===== config.mk =====
export PLATFORM = sky130hd
export DESIGN_NAME = uart_frame_arb_flat
export DESIGN_NICKNAME = d
export VERILOG_FILES = /design/src/rtl/uart_frame_arb_if.sv /design/src/rtl/uart_frame_arb.sv /design/src/flat_wrapper.sv
export SDC_FILE = /design/constraint.sdc
export NUM_CORES = 1
export LEC_CHECK = 0
export CELL_PAD_IN_SITES_DETAIL_PLACEMENT = 1
export CELL_PAD_IN_SITES_GLOBAL_PLACEMENT = 1
export CORE_ASPECT_RATIO = 0.9
export CORE_MARGIN = 8
export CORE_UTILIZATION = 35
export DETAILED_ROUTE_END_ITERATION = 10
export PLACE_DENSITY_LB_ADDON = 0.1
export SYNTH_ARGS = -nofsm -noshare
export SYNTH_HDL_FRONTEND = slang
export SYNTH_SLANG_ARGS = --single-unit

===== constraint.sdc =====
create_clock -name clk -period 2.3 [get_ports clk]
set_input_delay 0.23 -clock clk [delete_from_list [all_inputs] [get_ports clk]]
set_output_delay 0.23 -clock clk [all_outputs]
set_load 0.05 [all_outputs]

===== src/rtl/uart_frame_arb_if.sv =====
// Handshake bundle between the frame arbiter, its two requesters and the
// uart_tx byte transmitter. The slave side is the arbiter itself.
interface uart_frame_arb_if;
    logic       req0;
    logic [7:0] dat0;
    logic       ack0;
    logic       req1;
    logic [7:0] dat1;
    logic       ack1;
    logic       tx_rdy;
    logic [7:0] tx_din;
    logic       tx_din_vld;
    logic       busy;
    logic       gnt_id;
    logic       err;

    modport slave (
        input  req0, dat0, req1, dat1, tx_rdy,
        output ack0, ack1, tx_din, tx_din_vld, busy, gnt_id, err
    );

    modport master (
        output req0, dat0, req1, dat1, tx_rdy,
        input  ack0, ack1, tx_din, tx_din_vld, busy, gnt_id, err
    );
endinterface


===== src/rtl/uart_frame_arb.sv =====
// Round-robin arbiter sharing one uart_tx between two frame requesters.
// Each grant emits a three-byte frame HEAD / payload / TAIL, each byte
// paced by tx_rdy, with a per-byte stall timeout that drops the frame.
module uart_frame_arb #(
    parameter logic [7:0]      HEAD       = 8'h55,
    parameter logic [7:0]      TAIL       = 8'hFF,
    parameter int              TO_W       = 16,
    parameter logic [TO_W-1:0] TX_TIMEOUT = TO_W'(60000)
) (
    input  logic              clk,
    input  logic              rst_n,
    uart_frame_arb_if.slave   bus
);

    typedef enum logic [1:0] {S_IDLE, S_SEND, S_GAP, S_WAIT} state_e;

    state_e          state_q;
    logic [1:0]      idx_q;
    logic [7:0]      pay_q;
    logic            last_gnt_q;
    logic [TO_W-1:0] to_cnt_q;
    logic            ack0_q;
    logic            ack1_q;
    logic [7:0]      din_q;
    logic            vld_q;
    logic            busy_q;
    logic            gnt_q;
    logic            err_q;

    logic [7:0]      byte_d;
    logic            pick1_d;
    logic            to_hit_d;

    // Byte selection, grant choice and timeout detect feeding the FSM.
    always_comb begin
        byte_d = HEAD;
        case (idx_q)
            2'd1:    byte_d = pay_q;
            2'd2:    byte_d = TAIL;
            default: byte_d = HEAD;
        endcase
        // Requester 1 wins when alone, or on a tie when requester 0 went last.
        pick1_d  = bus.req1 & (~bus.req0 | ~last_gnt_q);
        to_hit_d = (to_cnt_q == (TX_TIMEOUT - TO_W'(1)));
    end

    // Frame FSM: grant, send each byte, skip one cycle of tx latency, wait ready.
    always_ff @(posedge clk or negedge rst_n) begin
        if (!rst_n) begin
            state_q    <= S_IDLE;
            idx_q      <= 2'd0;
            pay_q      <= 8'h00;
            last_gnt_q <= 1'b1;
            to_cnt_q   <= '0;
            ack0_q     <= 1'b0;
            ack1_q     <= 1'b0;
            din_q      <= 8'h00;
            vld_q      <= 1'b0;
            busy_q     <= 1'b0;
            gnt_q      <= 1'b0;
            err_q      <= 1'b0;
        end else begin
            ack0_q <= 1'b0;
            ack1_q <= 1'b0;
            vld_q  <= 1'b0;
            err_q  <= 1'b0;
            case (state_q)
                S_IDLE: begin
                    if (bus.req0 || bus.req1) begin
                        ack0_q     <= ~pick1_d;
                        ack1_q     <= pick1_d;
                        pay_q      <= pick1_d ? bus.dat1 : bus.dat0;
                        gnt_q      <= pick1_d;
                        last_gnt_q <= pick1_d;
                        busy_q     <= 1'b1;
                        idx_q      <= 2'd0;
                        to_cnt_q   <= '0;
                        state_q    <= S_SEND;
                    end
                end
                S_SEND: begin
                    if (bus.tx_rdy) begin
                        din_q   <= byte_d;
                        vld_q   <= 1'b1;
                        state_q <= S_GAP;
                    end else if (to_hit_d) begin
                        err_q   <= 1'b1;
                        busy_q  <= 1'b0;
                        state_q <= S_IDLE;
                    end else begin
                        to_cnt_q <= to_cnt_q + TO_W'(1);
                    end
                end
                S_GAP: begin
                    // tx_rdy is still high from before the byte was taken; ignore it.
                    to_cnt_q <= '0;
                    state_q  <= S_WAIT;
                end
                S_WAIT: begin
                    if (bus.tx_rdy) begin
                        if (idx_q == 2'd2) begin
                            busy_q  <= 1'b0;
                            state_q <= S_IDLE;
                        end else begin
                            idx_q    <= idx_q + 2'd1;
                            to_cnt_q <= '0;
                            state_q  <= S_SEND;
                        end
                    end else if (to_hit_d) begin
                        err_q   <= 1'b1;
                        busy_q  <= 1'b0;
                        state_q <= S_IDLE;
                    end else begin
                        to_cnt_q <= to_cnt_q + TO_W'(1);
                    end
                end
                default: state_q <= S_IDLE;
            endcase
        end
    end

    assign bus.ack0       = ack0_q;
    assign bus.ack1       = ack1_q;
    assign bus.tx_din     = din_q;
    assign bus.tx_din_vld = vld_q;
    assign bus.busy       = busy_q;
    assign bus.gnt_id     = gnt_q;
    assign bus.err        = err_q;

endmodule


===== src/flat_wrapper.sv =====
// flat-port wrapper written by rule: the top's interface ports become plain ports
module uart_frame_arb_flat 
#(
    parameter logic [7:0]      HEAD       = 8'h55,
    parameter logic [7:0]      TAIL       = 8'hFF,
    parameter int              TO_W       = 16,
    parameter logic [TO_W-1:0] TX_TIMEOUT = TO_W'(60000)
)
  (clk, rst_n, bus_req0, bus_dat0, bus_req1, bus_dat1, bus_tx_rdy, bus_ack0, bus_ack1, bus_tx_din, bus_tx_din_vld, bus_busy, bus_gnt_id, bus_err);
  uart_frame_arb_if bus_i ();
  input  logic clk;
  input  logic rst_n;
  input wire logic [$bits(bus_i.req0)-1:0] bus_req0;
  input wire logic [$bits(bus_i.dat0)-1:0] bus_dat0;
  input wire logic [$bits(bus_i.req1)-1:0] bus_req1;
  input wire logic [$bits(bus_i.dat1)-1:0] bus_dat1;
  input wire logic [$bits(bus_i.tx_rdy)-1:0] bus_tx_rdy;
  output wire logic [$bits(bus_i.ack0)-1:0] bus_ack0;
  output wire logic [$bits(bus_i.ack1)-1:0] bus_ack1;
  output wire logic [$bits(bus_i.tx_din)-1:0] bus_tx_din;
  output wire logic [$bits(bus_i.tx_din_vld)-1:0] bus_tx_din_vld;
  output wire logic [$bits(bus_i.busy)-1:0] bus_busy;
  output wire logic [$bits(bus_i.gnt_id)-1:0] bus_gnt_id;
  output wire logic [$bits(bus_i.err)-1:0] bus_err;
  assign bus_i.req0 = bus_req0;
  assign bus_i.dat0 = bus_dat0;
  assign bus_i.req1 = bus_req1;
  assign bus_i.dat1 = bus_dat1;
  assign bus_i.tx_rdy = bus_tx_rdy;
  assign bus_ack0 = bus_i.ack0;
  assign bus_ack1 = bus_i.ack1;
  assign bus_tx_din = bus_i.tx_din;
  assign bus_tx_din_vld = bus_i.tx_din_vld;
  assign bus_busy = bus_i.busy;
  assign bus_gnt_id = bus_i.gnt_id;
  assign bus_err = bus_i.err;
  uart_frame_arb #(.HEAD(HEAD), .TAIL(TAIL), .TO_W(TO_W), .TX_TIMEOUT(TX_TIMEOUT)) u_core (.clk(clk), .rst_n(rst_n), .bus(bus_i));
endmodule

## Word level (Yosys, flattened, before mapping)

Cells that the tools add are included.

- Bits in registers: 43
- Latch bits: 0
- RAM bits: 0
- Memory bits (read-only): 0
- Input bits: 21
- Output and inout bits: 14
- Logic and storage cells: 74
- Memories: 0

- Add/sub/neg operators: 2
- $mul: 0
- Div/mod/pow operators: 0
- $lt $le $gt $ge: 0
- Equal/unequal tests: 12
- Shift-type cells: 0
- Multiplexer cells: 33
- Bitwise gates (word level): 5
- Reduce and logical (&&, ||, !) cells: 10

Operator list:

| kind | number |
|---|---|
| 16-bit two-way mux | 5 |
| 16-bit case mux with 4 select lines | 1 |
| 16-bit by 1-bit adder with 16-bit output, second input constant | 1 |
| 16-bit equality test, second input constant | 1 |
| 8-bit case mux with 2 select lines | 1 |
| 1-bit two-way mux | 15 |
| 2-bit two-way mux | 7 |
| 8-bit two-way mux | 1 |
| 2-bit case mux with 4 select lines | 1 |
| 4-bit AND reduction | 2 |
| 2-bit equality test, second input constant | 3 |
| 2-bit inequality test, second input constant | 3 |
| 2-bit by 1-bit equality test with 1-bit output, second input constant | 2 |
| 2-bit case mux with 2 select lines | 1 |
| 2-bit AND reduction | 2 |
| 3-bit by 2-bit inequality test with 1-bit output, second input constant | 1 |
| 3-bit inequality test, second input constant | 1 |
| 1-bit NOT | 3 |
| 1-bit case mux with 3 select lines | 1 |
| 3-bit AND reduction | 1 |
| 3-bit nonzero test | 1 |
| 2-bit by 1-bit adder with 2-bit output, second input constant | 1 |
| 2-bit logical NOT | 1 |
| 2-bit by 1-bit inequality test with 1-bit output, second input constant | 1 |
| other kinds (5) | 5 |

## Logic depth before layout (Yosys ltp)

Gate-level depths: netlist (run 1).

- Depth in word-level cells: 6
- Mapped depth: 9
- Gate-level depth less buffers: 6

## Worst setup path before layout (run 1)

Ideal clock, no wire load.

- Path type: register to register
- Start: register u_core.idx_q[0]
- End: register u_core.to_cnt_q[13]
- Library setup time: 111 ps
- Arrival time: 1893 ps
- Required time: 2189 ps
- Slack: 296 ps
- Cell stages (with the launch flop): 8
- Period minus slack after synthesis: 2004 ps
- Path through: dfrtp_1 inv_1 ha_1 clkbuf_1 nor2b_1 o2bb2ai_2 or4_4 a2111oi_2

- Word-level cells in the longest chain between the ends: 3

Ends and longest elaborated chain:

| what | line | text |
|---|---|---|
| start, declared | uart_frame_arb.sv:18 | `logic [1:0] idx_q;` |
| start signal, assigned | uart_frame_arb.sv:105 | `idx_q <= idx_q + 2'd1;` |
| 2-bit equality test | uart_frame_arb.sv:101 | `if (idx_q == 2'd2) begin` |
| 3-bit inequality test (no line) | -- |  |
| 3-bit AND reduction (no line) | -- |  |
| end signal, assigned | uart_frame_arb.sv:91 | `to_cnt_q <= to_cnt_q + TO_W'(1);` |
| end signal, assigned | uart_frame_arb.sv:114 | `to_cnt_q <= to_cnt_q + TO_W'(1);` |
| end, declared | uart_frame_arb.sv:21 | `logic [TO_W-1:0] to_cnt_q;` |

Every way passes these cells.
A chain may end at the register's enable or synchronous reset.

## Worst setup path after layout (run 1)

- Start: register u_core.to_cnt_q[0]
- End: register u_core.to_cnt_q[13]

- Word-level cells in the longest chain between the ends: 4

Ends and longest elaborated chain:

| what | line | text |
|---|---|---|
| 16-bit by 1-bit adder with 16-bit output or 16-bit equality test (tied branches) | uart_frame_arb.sv:91, uart_frame_arb.sv:114, uart_frame_arb.sv:44 |  |
| 16-bit two-way mux * | uart_frame_arb.sv:86, uart_frame_arb.sv:109 |  |
| 16-bit two-way mux, on equally long branches | uart_frame_arb.sv:100, uart_frame_arb.sv:82 |  |
| 16-bit case mux with 4 select lines * | uart_frame_arb.sv:67 | `case (state_q)` |

Mark *: on every way between the ends. The rest lies on a longest branch, timed or not. The select of a mux whose other input is x is not followed.

==> results of run 1 <==
-- sequential cells by signal, summed over array words and instances, names as in the netlist --
signal                 flops
u_core.bus.err             1
u_core.bus.ack1            1
u_core.bus.tx_din_vld      1
u_core.bus.ack0            1
u_core.bus.gnt_id          1
u_core.bus.busy            1
u_core.to_cnt_q           16
u_core.pay_q               8
u_core.bus.tx_din          8
u_core.last_gnt_q          1
u_core.idx_q               2
u_core.state_q             2
-- cells by family after synthesis --
kind of cell    share of synthesized area
fa+ha+maj                          0.0172
simple gates                        0.193
flops                               0.495
mux                                0.0414
buf+inv                            0.0385
compound gates                      0.211
xor+xnor                          0.00402
-- power breakdown --
| group | switching [W] | internal [W] |
|---|---|---|
| clock network | 0.000273 | 0.000433 |
| registers | 0.000177 | 0.000975 |
| logic | 0.000874 | 0.000521 |
| total | 0.00132 | 0.00193 |
-- per-layer routing --
| layer | global-route usage | wire length, µm | vias up |
|---|---|---|---|
| li1 | - | - | 897 |
| met3 | 0.0339 | 184 | 4 |
| met1 | 0.201 | 3070 | 896 |
| met5 | 0 | 0 | - |
| met4 | 0.0416 | 45 | 0 |
| met2 | 0.191 | 2400 | 23 |
-- final cells by class --
class / count / area [µm²]
flip-flops and latches: 43 / 1080
clock buffers: 5 / 68.8
multi-input cells: 159 / 1020
inverters: 10 / 37.5
fillers: 711 / 3300
repair buffers: 43 / 418
clock inverters: 3 / 67.6
well taps: 72 / 90.1
-- final timing paths --
path                                     from               endpoint  cells after the start
min reg2reg                   u_core.pay_q[2]        u_core.pay_q[2]                      2
max                        u_core.to_cnt_q[0]    u_core.to_cnt_q[13]                      5
min in group clk              u_core.pay_q[2]        u_core.pay_q[2]                      2
max reg2reg                u_core.to_cnt_q[0]    u_core.to_cnt_q[13]                      5
min                                     rst_n  u_core.bus.tx_din_vld                      2
max in group asynchronous               rst_n      u_core.last_gnt_q                      3
-- worst max-delay path: stages (launching register included) --
cell and delay, ns:
dfrtp_1 0.43, ha_1 0.25, and4_4 0.21, and4_4 0.18, or4_4 0.55, a2111oi_2 0.35
-- cell usage in the layout (no fill, tap or decap), types with 3 or more instances in the layout --
| cell type | instances |
|---|---|
| a22o_1 | 3 |
| clkbuf_8 | 5 |
| nand4_1 | 5 |
| nand3_1 | 5 |
| o21ai_0 | 22 |
| nand2b_1 | 3 |
| a21oi_1 | 22 |
| ha_1 | 3 |
| o31ai_1 | 10 |
| nand2_1 | 26 |
| clkdlybuf4s50_1 | 33 |
| dfrtp_1 | 42 |
| a21o_1 | 4 |
| buf_4 | 7 |
| inv_1 | 10 |
| nor2_1 | 5 |
| or4_1 | 8 |
| or3_1 | 4 |
| or2_2 | 3 |
| mux2i_1 | 9 |
-- metrics by stage --
step	area, µm²	power [W]
2_1_floorplan	2180	0.00209
3_5_place_dp	2630	0.00257
6_report	2780	0.00325
5_1_grt	2780	0.00349
4_1_cts	2780	0.00329
3_3_place_gp	2630	0.00256
==> results_dict.tcl, run 1 <==
set metrics [dict create \
    wl_um 5710 \
    cts_sinks 43 \
    wl_per_cell_um 17.0 \
    tritoncts "built" \
    utilization 0.457 \
    rows 27 \
    io_pins 35 \
    postCtsHoldBufs 1 \
    synth_area_leaders "dfrtp_1 48%, a21oi_1 5.1%, o21ai_0 5.1%" \
    yosysTopAreaCell "dfrtp_1" \
    nets 286 \
    dieArea_mm2 0.00901 \
    power.density_mw_per_mm2 1170 \
    hold_viol 0 \
    r2r_slack_ns 0.22 \
    fin_cells 335 \
    fin_worst_skew_ns 0.00991 \
    chipWidth_um 99.2 \
    first_pass_iters 4 \
    max_freq_mhz 481 \
    tightest_slew_ns 0.525 \
    ys_ff_latch 43 \
    fp.coreArea_mm2 0.00608 \
    synth_warnings 0 \
    synthFlopType "dfrtp_1" \
    drive_gt1_frac 0.106 \
    crit_path_max_fanout 6 \
    vdd_drop_max_v 0.000651 \
    netlist_top_cells_count "42 x dfrtp_1, 26 x nand2_1, 22 x a21oi_1, 22 x o21ai_0" \
    grt_pass1_wl_um 10100 \
    final_max_slew_viol_count 0 \
    status "completed" \
    ant_nets 0 \
    yosysUniqueCellTypes 45 \
    grt_pass1_vias 1975 \
    period_share 0.904 \
    cts-root-buf "clkbuf_8" \
    async_flop_share 1.00 \
    place_ws_ns 0.239 \
    setup_viol 0 \
    synth_cells 223 \
    arrival_ns 2.27 \
    placedCellCount 326 \
    clockBufferDepth 2 \
    fp.dieH_um 90.8 \
    viasPerCell 5.43 \
    period_needed_ns 2.08 \
    grt-ovfl-total 0 \
    path_class "reg2reg" \
    dp_hpwl_um 4310 \
    fin_hold_ws_ns 0.429 \
    synth_edf_count 0 \
    place_congestion 0.774 \
    slew_headroom 0.650 \
    drtIter0Drc 68 \
    clk_latency_ns 0.30 \
    setup_slack_ns 0.220 \
    cap_violations 0 \
    yosysMostFrequentCell "dfrtp_1" \
    post_cts_buffers 0 \
    leakagePower_nw 1.18 \
    grt_max_degree 24 \
    cts_resized 0 \
    endpoint_kind "flop" \
    crit_path_start_kind "flop" \
    drc 0 \
    port_buffers 34 \
    syn2layout_area_growth_pct 27.5 \
    synth_top_area_share 0.482 \
    syn_area_mm2 0.00218 \
    antenna_found_initial 0 \
    clk_pin_slew_ns 0.09 \
    synth-seq-area-share 0.495 \
    num_vias 1820 \
    start_util 0.358 \
    rsz0062_at_grt "false" \
    diodes 0 \
    syn-mean-instance-area_um2 9.77 \
    worstHoldPathType "in2async" \
    numCtsBuffers 5 \
    fin_setup_tns_ns 0 \
    grt.total_usage 0.137 \
    cts.htree.levels 2 \
    critPathRequiredTime_ns 2.49 \
    synth.net_count 247 \
]
No activity file was read; power rests on OpenSTA's default activity.
==> run 2: changes to the inputs <==
DONT_BUFFER_PORTS = 1   (was unset)
==> run 2 against run 1 <==
Compared with the run above:
- maximum frequency down 5.0%
- non-clock buffer count shrank 36
- total power fell by 12%
- first-iteration DRC count increased by 16%
- combinational power fell by 34%
- setup slack got worse by 0.11 ns
- critical path type unchanged
- highest routed layer unchanged
- clock skew down 0.0043 ns
- critical path depth did not move
- wire length hardly changed
- hold slack worse by 0.30 ns
- die area unchanged
- sequential share of layout area up 6.1 points
==> results_dict.tcl, run 2 (synthesized netlist as in run 1, its figures left out) <==
set metrics [dict create \
    syn2layout_area_growth_pct 10.1 \
    grt-ovfl-total 0 \
    placedCellCount 289 \
    grt_pass1_wl_um 9950 \
    leakagePower_nw 1.02 \
    grt_max_degree 44 \
    cap_violations 0 \
    arrival_ns 2.39 \
    rsz0062_at_grt "false" \
    largest_reg_flops 16 \
    endpoint_kind "flop" \
    rows 27 \
    critPathRequiredTime_ns 2.50 \
    power.density_mw_per_mm2 1200 \
    num_vias 1718 \
    first_pass_iters 4 \
    vdd_drop_max_v 0.000530 \
    final_cell_mix "42 x dfrtp_1, 26 x nand2_1, 22 x a21oi_1, 22 x o21ai_0" \
    worstHoldPathType "in2reg" \
    setup_viol 0 \
    fin_worst_skew_ns 0.00564 \
    drc 0 \
    hold_viol 0 \
    max_freq_mhz 457 \
    final_max_slew_viol_count 0 \
    fin_cells 299 \
    grt_pass1_vias 1919 \
    status "completed" \
    tightest_slew_ns 1.09 \
    viasPerCell 5.75 \
    path_class "reg2reg" \
    drtIter0Drc 79 \
    slew_headroom 0.271 \
    cts-root-buf "clkbuf_8" \
    place_congestion 0.784 \
    crit_path_max_fanout 14 \
    cts.htree.levels 2 \
    drive_gt1_frac 0.110 \
    grt.total_usage 0.137 \
    period_share 0.952 \
    dieArea_mm2 0.00901 \
    io_pins 35 \
    antenna_found_initial 0 \
    cts_sinks 43 \
    wl_per_cell_um 19.1 \
    fp.coreArea_mm2 0.00608 \
    wl_um 5710 \
    clk_latency_ns 0.30 \
    port_buffers 0 \
    post_cts_buffers 0 \
    utilization 0.394 \
    fp.dieH_um 90.8 \
    dp_hpwl_um 4140 \
    largest-register "u_core.to_cnt_q" \
    numCtsBuffers 5 \
    period_needed_ns 2.19 \
    chipWidth_um 99.2 \
    start_util 0.358 \
    fin_setup_tns_ns 0 \
    ant_nets 0 \
    diodes 0 \
    nets 250 \
    clockBufferDepth 2 \
    tritoncts "built" \
    crit_path_start_kind "flop" \
    clk_pin_slew_ns 0.09 \
    layout_commonest_cell "dfrtp_1" \
]
## run 2: stage by stage
stage / hold WS (ns) / power [W] / instance area [µm²] / setup slack [ns]
2_1_floorplan: -0.0656 / 0.00209 / 2180 / 0.296
3_3_place_gp: -0.0642 / 0.00232 / 2260 / 0.219
3_5_place_dp: -0.0640 / 0.00238 / 2260 / 0.0782
4_1_cts: 0.117 / 0.00291 / 2390 / 0.0641
5_1_grt: 0.130 / 0.00309 / 2400 / 0.0566
6_report: 0.125 / 0.00287 / 2400 / 0.112
## run 2: area by class of cell
type,instances,area [µm²]
sequential,43,1080
fill,699,3680
clock inverter,3,20.0
clock buffer,5,68.8
timing repair buffer,7,75.1
inverter,10,37.5
multi-input combinational,159,1030
tap,72,90.1
## run 2: worst paths after layout
check                                    from                   to  slack (ns)  depth (start not counted)
max                        u_core.to_cnt_q[0]  u_core.to_cnt_q[13]        0.11                          5
min                               bus_dat0[6]      u_core.pay_q[6]        0.13                          2
max reg2reg                u_core.to_cnt_q[0]  u_core.to_cnt_q[13]        0.11                          5
min reg2reg                   u_core.pay_q[2]      u_core.pay_q[2]        0.51                          2
max in group asynchronous               rst_n    u_core.last_gnt_q        1.58                          2
min in group asynchronous               rst_n      u_core.pay_q[5]        0.45                          2
## run 2: routing by layer
layer	global-route usage	wire length [µm]
met5	0	0
met2	0.204	2570
met1	0.186	2840
met4	0.0491	61
met3	0.0347	233
## run 2: power breakdown
part	total [W]	internal (W)	switching (W)
Combinational	0.000928	0.000371	0.000558
Clock	0.000487	0.000211	0.000276
Sequential	0.00145	0.000970	0.000481
## run 2: timing repair
| item | CTS | global route |
|---|---|---|
| resized for setup | 0 | 1 |
| endpoints found under the hold margin | 43 | 0 |
| endpoints found under the setup margin | 0 | 1 |
| hold buffers | 2 | 0 |
## run 2: worst max-delay path, cell delays in order (launching register included)
cell and delay (ns):
dfrtp_1 0.44, ha_1 0.25, and4_4 0.21, and4_4 0.24, or4_4 0.58, a2111oi_4 0.37
==> run 3: changes to the inputs <==
REMOVE_ABC_BUFFERS = 1   (was unset)
==> run 3 against run 2 <==
Compared with the run above:
- cell area down 1.3%
- combinational power down 1%
- sequential power about the same
- cell count down 0.67%
- sequential cell count unchanged
- die area unchanged
- global-route usage down 0.30 points
- utilization down 0.51 points
- critical path depth unchanged
- critical path type unchanged
- critical endpoint unchanged
==> results_dict.tcl, run 3 (synthesized netlist as in run 1, its figures left out) <==
set metrics [dict create \
    crit_path_max_fanout 14 \
    final_cell_mix "42 x dfrtp_1, 26 x nand2_1, 22 x a21oi_1, 22 x o21ai_0" \
    port_buffers 0 \
    cap_violations 0 \
    postCtsHoldBufs 2 \
    multi_input_area_mm2 0.00102 \
    largest-register "u_core.to_cnt_q" \
    grt.total_usage 0.134 \
    arrival_ns 2.35 \
    leakagePower_nw 1.01 \
    nets 248 \
    period_needed_ns 2.15 \
    place_congestion 0.793 \
    vdd_drop_max_v 0.000464 \
    drtIter0Drc 76 \
    antenna_found_initial 0 \
    syn2layout_area_growth_pct 8.67 \
    final_area_mm2 0.00237 \
    tritoncts "built" \
    start_util 0.358 \
    drive_gt1_frac 0.0978 \
    fin_worst_skew_ns 0.0104 \
    setup_viol 0 \
    critPathRequiredTime_ns 2.50 \
    chipWidth_um 99.2 \
    cts_sinks 43 \
    wl_per_cell_um 19.1 \
    clk_pin_slew_ns 0.09 \
    status "completed" \
    crit_path_start_kind "flop" \
    numCtsBuffers 5 \
    grt-ovfl-total 0 \
    rsz0062_at_grt "false" \
    setup_slack_ns 0.151 \
    met3_usage 0.0354 \
    first_pass_iters 4 \
    io_pins 35 \
    slew_headroom 0.280 \
    power.density_mw_per_mm2 1200 \
    clockBufferDepth 2 \
    grt_use_met2 0.203 \
    max_freq_mhz 465 \
    path_class "reg2reg" \
    power_w 0.00285 \
    use_met1 0.177 \
    fin_setup_tns_ns 0 \
    post_cts_buffers 0 \
    num_vias 1709 \
    dieArea_mm2 0.00901 \
    grt_pass1_wl_um 9670 \
    viasPerCell 5.75 \
    fp.coreArea_mm2 0.00608 \
    grt_max_degree 44 \
    place_ws_ns 0.162 \
    final_max_slew_viol_count 0 \
    endpoint_kind "flop" \
    largest_reg_flops 16 \
    rows 27 \
    fin_hold_ws_ns 0.144 \
    fill_cells 692 \
    seqCellArea_mm2 0.00108 \
    cts-root-buf "clkbuf_8" \
    wl_um 5660 \
    period_share 0.934 \
    drc 0 \
    cts.htree.levels 2 \
    grt_pass1_vias 1849 \
    hold_viol 0 \
    worstHoldPathType "in2reg" \
    dp_hpwl_um 4070 \
    fp.dieH_um 90.8 \
    cts_resized 0 \
    layout_commonest_cell "dfrtp_1" \
    tightest_slew_ns 1.08 \
    clk_latency_ns 0.30 \
    grt.busiest_layer "met2" \
    place_area_mm2 0.00224 \
    ant_nets 0 \
    diodes 0 \
]
==> run 3: cell types whose count changed in the layout (fill, tap and decap cells not counted), sizes merged <==
cell / delta
clkinvlp: -1
clkbuf: +1
buf: -2
==> run 3: path summary, 6_finish.rpt <==
path	end	from	cells after the start	slack, ns
max in group asynchronous	u_core.last_gnt_q	rst_n	2	1.61
hold / removal	u_core.pay_q[4]	bus_dat0[4]	2	0.14
min in group asynchronous	u_core.bus.tx_din[3]	rst_n	2	0.43
setup reg to reg	u_core.to_cnt_q[13]	u_core.to_cnt_q[0]	5	0.15
setup / recovery	u_core.to_cnt_q[13]	u_core.to_cnt_q[0]	5	0.15
hold reg to reg	u_core.pay_q[7]	u_core.pay_q[7]	2	0.49
==> run 3: layout make-up <==
cell class              count  share of cell area
multi-input cells         159               0.430
clock inverters             2             0.00529
repair buffers              5              0.0254
inverters                  10              0.0159
clock buffers               6              0.0307
flip-flops and latches     43               0.455
well taps                  72              0.0381
==> run 3: report_power, final <==
part | switching, W | internal [W] | total, W
Combinational | 0.000562 | 0.000354 | 0.000916
Clock | 0.000271 | 0.000213 | 0.000484
Sequential | 0.000478 | 0.000970 | 0.00145
==> run 3: critical path: stages, from the launching register on <==
cell and delay [ns]:
dfrtp_1 0.44, ha_1 0.25, and4_4 0.21, and4_4 0.24
or4_4 0.56, a2111oi_2 0.35
==> run 3: routing by layer <==
metal,wire length (µm),part of all wire
met4,79,0.014
met5,0,0
met3,192,0.034
met1,2760,0.49
met2,2630,0.46
==> run 3: metrics by stage <==
step	utilization	std cells
floorplan	-	212
global placement	0.369	287
detailed placement	0.369	287
CTS	0.389	297
global route	0.389	297
finish	0.389	297
